===== src/rtl/serial7_receiver_pkg.sv =====
// Shared state encodings, frame constants and the parity helper for the
// 7-bit serial link receiver.
package serial7_receiver_pkg;

    localparam int DATA_BITS = 7;

    typedef enum logic [2:0] {
        S_IDLE      = 3'd0,
        S_START     = 3'd1,
        S_DATA      = 3'd2,
        S_PARITY    = 3'd3,
        S_STOP      = 3'd4,
        S_WAIT_HIGH = 3'd5
    } state_t;

    // Returns 1 when the received word and parity bit disagree with the chosen sense.
    function automatic logic parity_bad(input logic [DATA_BITS-1:0] word,
                                        input logic                 par_bit,
                                        input logic                 odd_sense);
        return (^word) ^ par_bit ^ odd_sense;
    endfunction

endpackage


===== src/rtl/serial7_receiver_sync_2ff.sv =====
// Two-flop synchronizer for an asynchronous board input; both flops reset to
// RESET_VAL so an idle-high line never looks like an edge out of reset.
module sync_2ff #(
    parameter logic RESET_VAL = 1'b1
) (
    input  logic clock_i,
    input  logic reset_i,
    input  logic d_i,
    output logic q_o
);

    logic meta_q;
    logic sync_q;

    always_ff @(posedge clock_i or posedge reset_i) begin
        if (reset_i) begin
            meta_q <= RESET_VAL;
            sync_q <= RESET_VAL;
        end else begin
            meta_q <= d_i;
            sync_q <= meta_q;
        end
    end

    assign q_o = sync_q;

endmodule


===== src/rtl/serial7_receiver.sv =====
// Receive end of the 7-bit board serial link: start, 7 data bits LSB first,
// parity, stop. Samples mid-bit and reports word, parity and framing status.
module serial7_receiver
    import serial7_receiver_pkg::*;
#(
    parameter int CLKS_PER_BIT = 4,
    parameter bit ODD_PARITY   = 1'b0
) (
    input  logic                 clock,
    input  logic                 reset,
    input  logic                 serial_in,
    output logic [DATA_BITS-1:0] data_out,
    output logic                 data_valid,
    output logic                 parity_error,
    output logic                 framing_error,
    output logic                 busy
);

    localparam int CNT_W = (CLKS_PER_BIT > 2) ? $clog2(CLKS_PER_BIT) : 1;
    localparam logic [CNT_W-1:0] CNT_LAST   = CNT_W'(CLKS_PER_BIT - 1);
    localparam logic [CNT_W-1:0] CNT_SAMPLE = CNT_W'(CLKS_PER_BIT / 2 - 1);
    localparam logic [2:0]       LAST_BIT   = 3'(DATA_BITS - 1);

    logic sync_rx;

    sync_2ff #(.RESET_VAL(1'b1)) u_sync (
        .clock_i (clock),
        .reset_i (reset),
        .d_i     (serial_in),
        .q_o     (sync_rx)
    );

    state_t               state_q, state_d;
    logic [CNT_W-1:0]     cnt_q, cnt_d;
    logic [2:0]           bit_idx_q, bit_idx_d;
    logic [DATA_BITS-1:0] shift_q, shift_d;
    logic                 par_bit_q, par_bit_d;
    logic [DATA_BITS-1:0] data_out_q, data_out_d;
    logic                 valid_q, valid_d;
    logic                 perr_q, perr_d;
    logic                 ferr_q, ferr_d;
    logic                 sample;

    // The period counter starts at 0 on entry to START, so matching the
    // half-period value lands every sample at mid-bit.
    assign sample = (cnt_q == CNT_SAMPLE);

    always_ff @(posedge clock or posedge reset) begin
        if (reset) begin
            state_q    <= S_IDLE;
            cnt_q      <= '0;
            bit_idx_q  <= '0;
            shift_q    <= '0;
            par_bit_q  <= 1'b0;
            data_out_q <= '0;
            valid_q    <= 1'b0;
            perr_q     <= 1'b0;
            ferr_q     <= 1'b0;
        end else begin
            state_q    <= state_d;
            cnt_q      <= cnt_d;
            bit_idx_q  <= bit_idx_d;
            shift_q    <= shift_d;
            par_bit_q  <= par_bit_d;
            data_out_q <= data_out_d;
            valid_q    <= valid_d;
            perr_q     <= perr_d;
            ferr_q     <= ferr_d;
        end
    end

    always_comb begin
        state_d    = state_q;
        cnt_d      = (cnt_q == CNT_LAST) ? '0 : cnt_q + CNT_W'(1);
        bit_idx_d  = bit_idx_q;
        shift_d    = shift_q;
        par_bit_d  = par_bit_q;
        data_out_d = data_out_q;
        valid_d    = 1'b0;
        perr_d     = 1'b0;
        ferr_d     = 1'b0;

        case (state_q)
            S_IDLE: begin
                cnt_d = '0;
                if (!sync_rx) begin
                    state_d   = S_START;
                    bit_idx_d = '0;
                end
            end
            S_START: begin
                if (sample) begin
                    state_d = sync_rx ? S_IDLE : S_DATA;
                end
            end
            S_DATA: begin
                if (sample) begin
                    shift_d[bit_idx_q] = sync_rx;
                    if (bit_idx_q == LAST_BIT) begin
                        state_d = S_PARITY;
                    end else begin
                        bit_idx_d = bit_idx_q + 3'd1;
                    end
                end
            end
            S_PARITY: begin
                if (sample) begin
                    par_bit_d = sync_rx;
                    state_d   = S_STOP;
                end
            end
            S_STOP: begin
                if (sample) begin
                    if (sync_rx) begin
                        state_d    = S_IDLE;
                        valid_d    = 1'b1;
                        data_out_d = shift_q;
                        perr_d     = parity_bad(shift_q, par_bit_q, ODD_PARITY);
                    end else begin
                        state_d = S_WAIT_HIGH;
                        ferr_d  = 1'b1;
                    end
                end
            end
            S_WAIT_HIGH: begin
                if (sync_rx) begin
                    state_d = S_IDLE;
                end
            end
            default: state_d = S_IDLE;
        endcase
    end

    assign data_out      = data_out_q;
    assign data_valid    = valid_q;
    assign parity_error  = perr_q;
    assign framing_error = ferr_q;
    assign busy          = (state_q != S_IDLE);

endmodule


===== config.mk =====
export PLATFORM = sky130hd
export DESIGN_NAME = serial7_receiver
export DESIGN_NICKNAME = d
export VERILOG_FILES = /design/src/rtl/serial7_receiver_pkg.sv /design/src/rtl/serial7_receiver_sync_2ff.sv /design/src/rtl/serial7_receiver.sv
export SDC_FILE = /design/constraint.sdc
export NUM_CORES = 1
export LEC_CHECK = 0
export ABC_AREA = 1
export BUFFER_PORTS_ARGS = -buffer_cell sky130_fd_sc_hd__buf_2
export CAP_MARGIN = 25
export CORE_ASPECT_RATIO = 1.1
export CORE_MARGIN = 2
export CORE_UTILIZATION = 40
export CTS_BUF_LIST = sky130_fd_sc_hd__clkbuf_8
export DETAILED_ROUTE_END_ITERATION = 7
export GPL_TIMING_DRIVEN = 0
export SLEW_MARGIN = 20
export SYNTH_ARGS = -nofsm -noshare
export SYNTH_HDL_FRONTEND = slang
export SYNTH_HIERARCHICAL = 1
export SYNTH_SLANG_ARGS = --single-unit

===== constraint.sdc =====
create_clock -name clock -period 2.7 [get_ports clock]
set_clock_uncertainty 0.05 [all_clocks]
set_input_delay 0.54 -clock clock [delete_from_list [all_inputs] [get_ports clock]]
set_output_delay 0.54 -clock clock [all_outputs]
set_load 0.1 [all_outputs]

; ---- Yosys cells after proc, flatten, opt, wreduce, memory -nomap -nowiden
; Cells that the tools add are included.
[classes]
reduce_logical = 10
n_eq_ne = 16
mux = 28
addsub = 2
n_lt_le_gt_ge = 2
bitwise = 1
[ops]
columns = operator, count
row1 = 3-bit two-way mux, 11
row2 = 3-bit one-hot mux with 6 select lines, 1
row3 = 2-bit inequality test (second input constant), 7
row4 = 1-bit two-way mux, 10
row5 = 3-bit == test (second input constant), 3
row6 = 7-bit bitwise mux, 1
row7 = 7-bit AND reduction, 1
row8 = 7-bit parity, 1
row9 = 3-bit by 2-bit == test with 1-bit output (second input constant), 2
row10 = 2-bit two-way mux, 3
row11 = 3-bit one-hot mux with 2 select lines, 1
row12 = 3-bit by 4-bit less-than comparator with 1-bit output (second input constant), 1
row13 = 2-bit AND reduction, 2
row14 = 4-bit AND reduction, 1
row15 = 3-bit by 1-bit adder with 3-bit output (second input constant), 1
row16 = 1-bit demux with 3-bit select, 1
row17 = 3-bit by 1-bit == test with 1-bit output (second input constant), 1
row18 = 3-bit by 1-bit >= comparator with 1-bit output (second input constant), 1
row19 = 3-bit zero test, 1
row20 = 3-bit AND reduction, 1
row21 = 3-bit nonzero test, 1
row22 = 2-bit by 1-bit adder with 2-bit output (second input constant), 1
row23 = 2-bit by 1-bit == test with 1-bit output (second input constant), 1
row24 = 2-bit == test (second input constant), 1
row25 = 4 further kinds, 4
[word_totals]
out_inout_bits = 11
reg_bits = 28
input_bits = 3
wordCells = 70

; ---- Depth between registers and ports, before layout
[logic_depth]
depth_word = 5
depth_mapped = 9
ltp_nobuf = 9

; ---- By module
; The synthesis kept the hierarchy.
[by_module_without_submodules]
columns = mod, cells_per_inst, n_inst, seq_area_each_um2, area_per_inst_um2
row1 = serial7_receiver, 174, 1, 650.6, 1407.6
row2 = sync_2ff, 3, 1, 52.6, 56.3

; ---- Worst setup path before layout
; OpenSTA, ideal clock, no wires.
[synth_timing]
kind = register -> output
start = register state_q[1]
end = output port busy
slack_ps = 885
required_ps = 2110
stages_incl_launch_ff = 5
t_arrival_ps = 1225
n_path_buf = 0
cell_sequence = dfrtp_1 -> inv_2 -> nand2_2 -> nor2_2 -> inv_1
[synth_via]
elab_chain_cells = 1
[synth_rtl]
columns = item, line
row1 = from (decl), serial7_receiver.sv:33  ; state_t state_q, state_d;
row2 = from (signal assigned), serial7_receiver.sv:60  ; state_q <= state_d;
row3 = 3-bit nonzero test, serial7_receiver.sv:138  ; assign busy = (state_q != S_IDLE);
row4 = to (decl), serial7_receiver.sv:16  ; output logic busy
; No other way between the ends.

; ---- Final worst setup path
; Ends and elaborated chain as after synthesis.

==> results.yml <==
hold_path:
  holdCritPathClass: "input pin to async pin"
setup_path:
  path_cells: "inv_2 > nand2_2 > nor2_2 > inv_1 > buf_2"
  cp.required_ps: 2110
  crit_fanout: 5
  critPathKind: "flop to output pin"
  crit_family: "buffers and inverters"
  r2r-start: "bit_idx_q[0]$_DFFE_PP0P_"
  setup.worst_path.start: "state_q[1]$_DFFE_PP0P_"
  cp_slowest_cell: "dfrtp_1"
  worst-endpoint-arrival_ps: 1530
  cp_num_buf_inv: 3
  crit_path_start_kind: "flop"
  end_kind: "output pin"
  cpPeakStageDelay_ps: 450
timing:
  rsz0062_at_grt: "no"
  timing.final.max_slew_violations: 0
  hold_viol_final: 0
  worstMarginPinSlew_ps: 535
  maxSlewHeadroom_pct: 64.3
  setup_violations: 0
  setup_tns_ps: 0
  layout_min_cycle_time_ps: 2120
  finalCritPeriodShare_pct: 78.6
  clock.fmax_ghz: 0.471
  fin_ws_ps: 578
yosys:
  yosysUniqueCellTypes: 23
  synth_area_sq_mm: 0.00146
  avgSynthCellArea_sq_um: 8.27
  synth_fp_nets: 184
  ys_ff_latch: 28
  yosys_warnings: 6
  yosysSeqAreaShare_pct: 48.0
  synthCells: 177
global_route:
  grt_pass1_vias: 1044
  track_usage_pct: 14.4
  overflow: 0
  grt_pass1_wl_microns: 4480
  grt_antenna_before_repair: 0
  grt_max_degree: 27
floorplanning:
  core-area_sq_mm: 0.00357
  die-width_microns: 61.7
  pin_count: 14
  die_h_microns: 67.5
  row_count: 23
  initial_core_util_pct: 41.0
  dieArea_sq_mm: 0.00416
cts:
  cts_hold_buf: 0
  root_buffer: "clkbuf_8"
  cts_buffers: 3
  cts_tree: "yes"
  clock_sinks: 28
  clk_path_buf_depth: 2
  postCtsSetupRepairBufs: 0
  cts_max_level: 1
  insertion_delay_ps: 280
  clk_pin_slew_ps: 100
  cts_resized: 0
pwr:
  p_per_area_mw_per_mm2: 1000
  p_leak_uw: 0.000829
  vdd_ir_drop_max_mv: 0.734
routing:
  drtIter0Drc: 53
  viasPerCell: 4.57
  wl_microns: 2560
  drc_errors: 0
  ant_nets: 0
  drt_pass1_iterations: 5
  wl_per_cell_microns: 10.5
  num_vias: 1115
cells_and_area:
  area_growth_pct: 13.6
  layout_common_cells: "51 x nand2_1, 26 x dfrtp_1, 18 x inv_1, 16 x nand3_1"
  drive_gt1_share_pct: 24.2
  antenna_cells: 0
  fillers: 367
  nets: 202
  mostFrequentLayoutCell: "nand2_1"
place:
  io_buffer_count: 13
  dp_hpwl_microns: 1910
  pre_cts_slack_ps: 908
  gp_congestion: 0.803
status:
  status: "complete, no violations"
run:
  max-cap-violations: 0
[state kept, by name, summed over array words and instances, names as in the netlist]
signal,count
parity_error,1
u_sync/q_o,1
cnt_q,2
bit_idx_q,3
shift_q,7
data_out,7
par_bit_q,1
u_sync/meta_q,1
data_valid,1
state_q,3
framing_error,1
[path summary, 6_finish.rpt]
kind | to | slack (ps) | depth (start not counted)
worst min register to register | u_sync/q_o$_DFF_PP1_ | 320 | 0
min in group clock | u_sync/meta_q$_DFF_PP1_ | 300 | 1
worst max-delay path | busy | 580 | 5
worst max register to register | state_q[2]$_DFFE_PP0P_ | 1070 | 9
max in group asynchronous | data_out[6]$_DFFE_PP0P_ | 1990 | 2
worst min-delay path | u_sync/meta_q$_DFF_PP1_ | 230 | 2
[power by group]
group | internal, uW | switching, uW | leakage, uW
Sequential | 504 | 76.3 | 0.000374
Combinational | 204 | 546 | 0.000419
Clock | 199 | 135 | 0.0000357
[cells in the mapped netlist (all sizes together)]
cell | n | area share [%]
nand2 | 57 | 16
dfrtp | 26 | 44
inv | 24 | 6.3
o21ai | 20 | 8.9
nand3 | 17 | 6.2
nor2 | 16 | 5.0
ha | 4 | 3.4
nor3 | 4 | 2.1
a21oi | 2 | 1.5
buf | 2 | 1.5
dfstp | 2 | 3.6
nand4 | 2 | 0.85
xnor2 | 1 | 0.60
[worst reg2reg max path, cell delays in order (launching register included)]
cell and delay, ps:
dfrtp_1 450, inv_1 190, ha_1 180, nand2_1 60, nand4_1 140, nand2_1 80
nor2_2 180, nand2_2 80, nand2_1 60, nand2_1 50
[per-stage QoR]
step	power [uW]	instance area, sq um	utilization, %	std cells	hold WS, ps
2_1_floorplan	1220	1460	-	177	295
3_3_place_gp	1320	1590	44.6	240	298
3_5_place_dp	1340	1590	44.6	240	302
4_1_cts	1680	1660	46.6	244	217
5_1_grt	1800	1660	46.6	244	226
6_report	1660	1660	46.6	244	226
[area by class of cell]
type / count / area, sq um / share of cell area [%]
clock buffer: 3 / 41.3 / 2.48
inverter: 24 / 92.6 / 5.57
clock inverter: 1 / 30.0 / 1.81
sequential: 28 / 703 / 42.3
buffer: 2 / 22.5 / 1.35
timing repair buffer: 13 / 65.1 / 3.91
multi-input combinational: 123 / 646 / 38.8
tap: 50 / 62.6 / 3.76
[routing by layer]
| metal | GRT usage (%) | wire length, microns |
|---|---|---|
| met1 | 17.5 | 1170 |
| met5 | 0 | 0 |
| met3 | 1.92 | 85 |
| met2 | 25.1 | 1260 |
| met4 | 5.85 | 51 |
[cells by family after synthesis]
logic type      synth area share [%]
xor+xnor                       0.598
simple gates                    29.7
buf+inv                         7.86
flops                           48.0
fa+ha+maj                       3.42
compound gates                  10.3
Note: power is estimated with default switching activity, not from simulation.
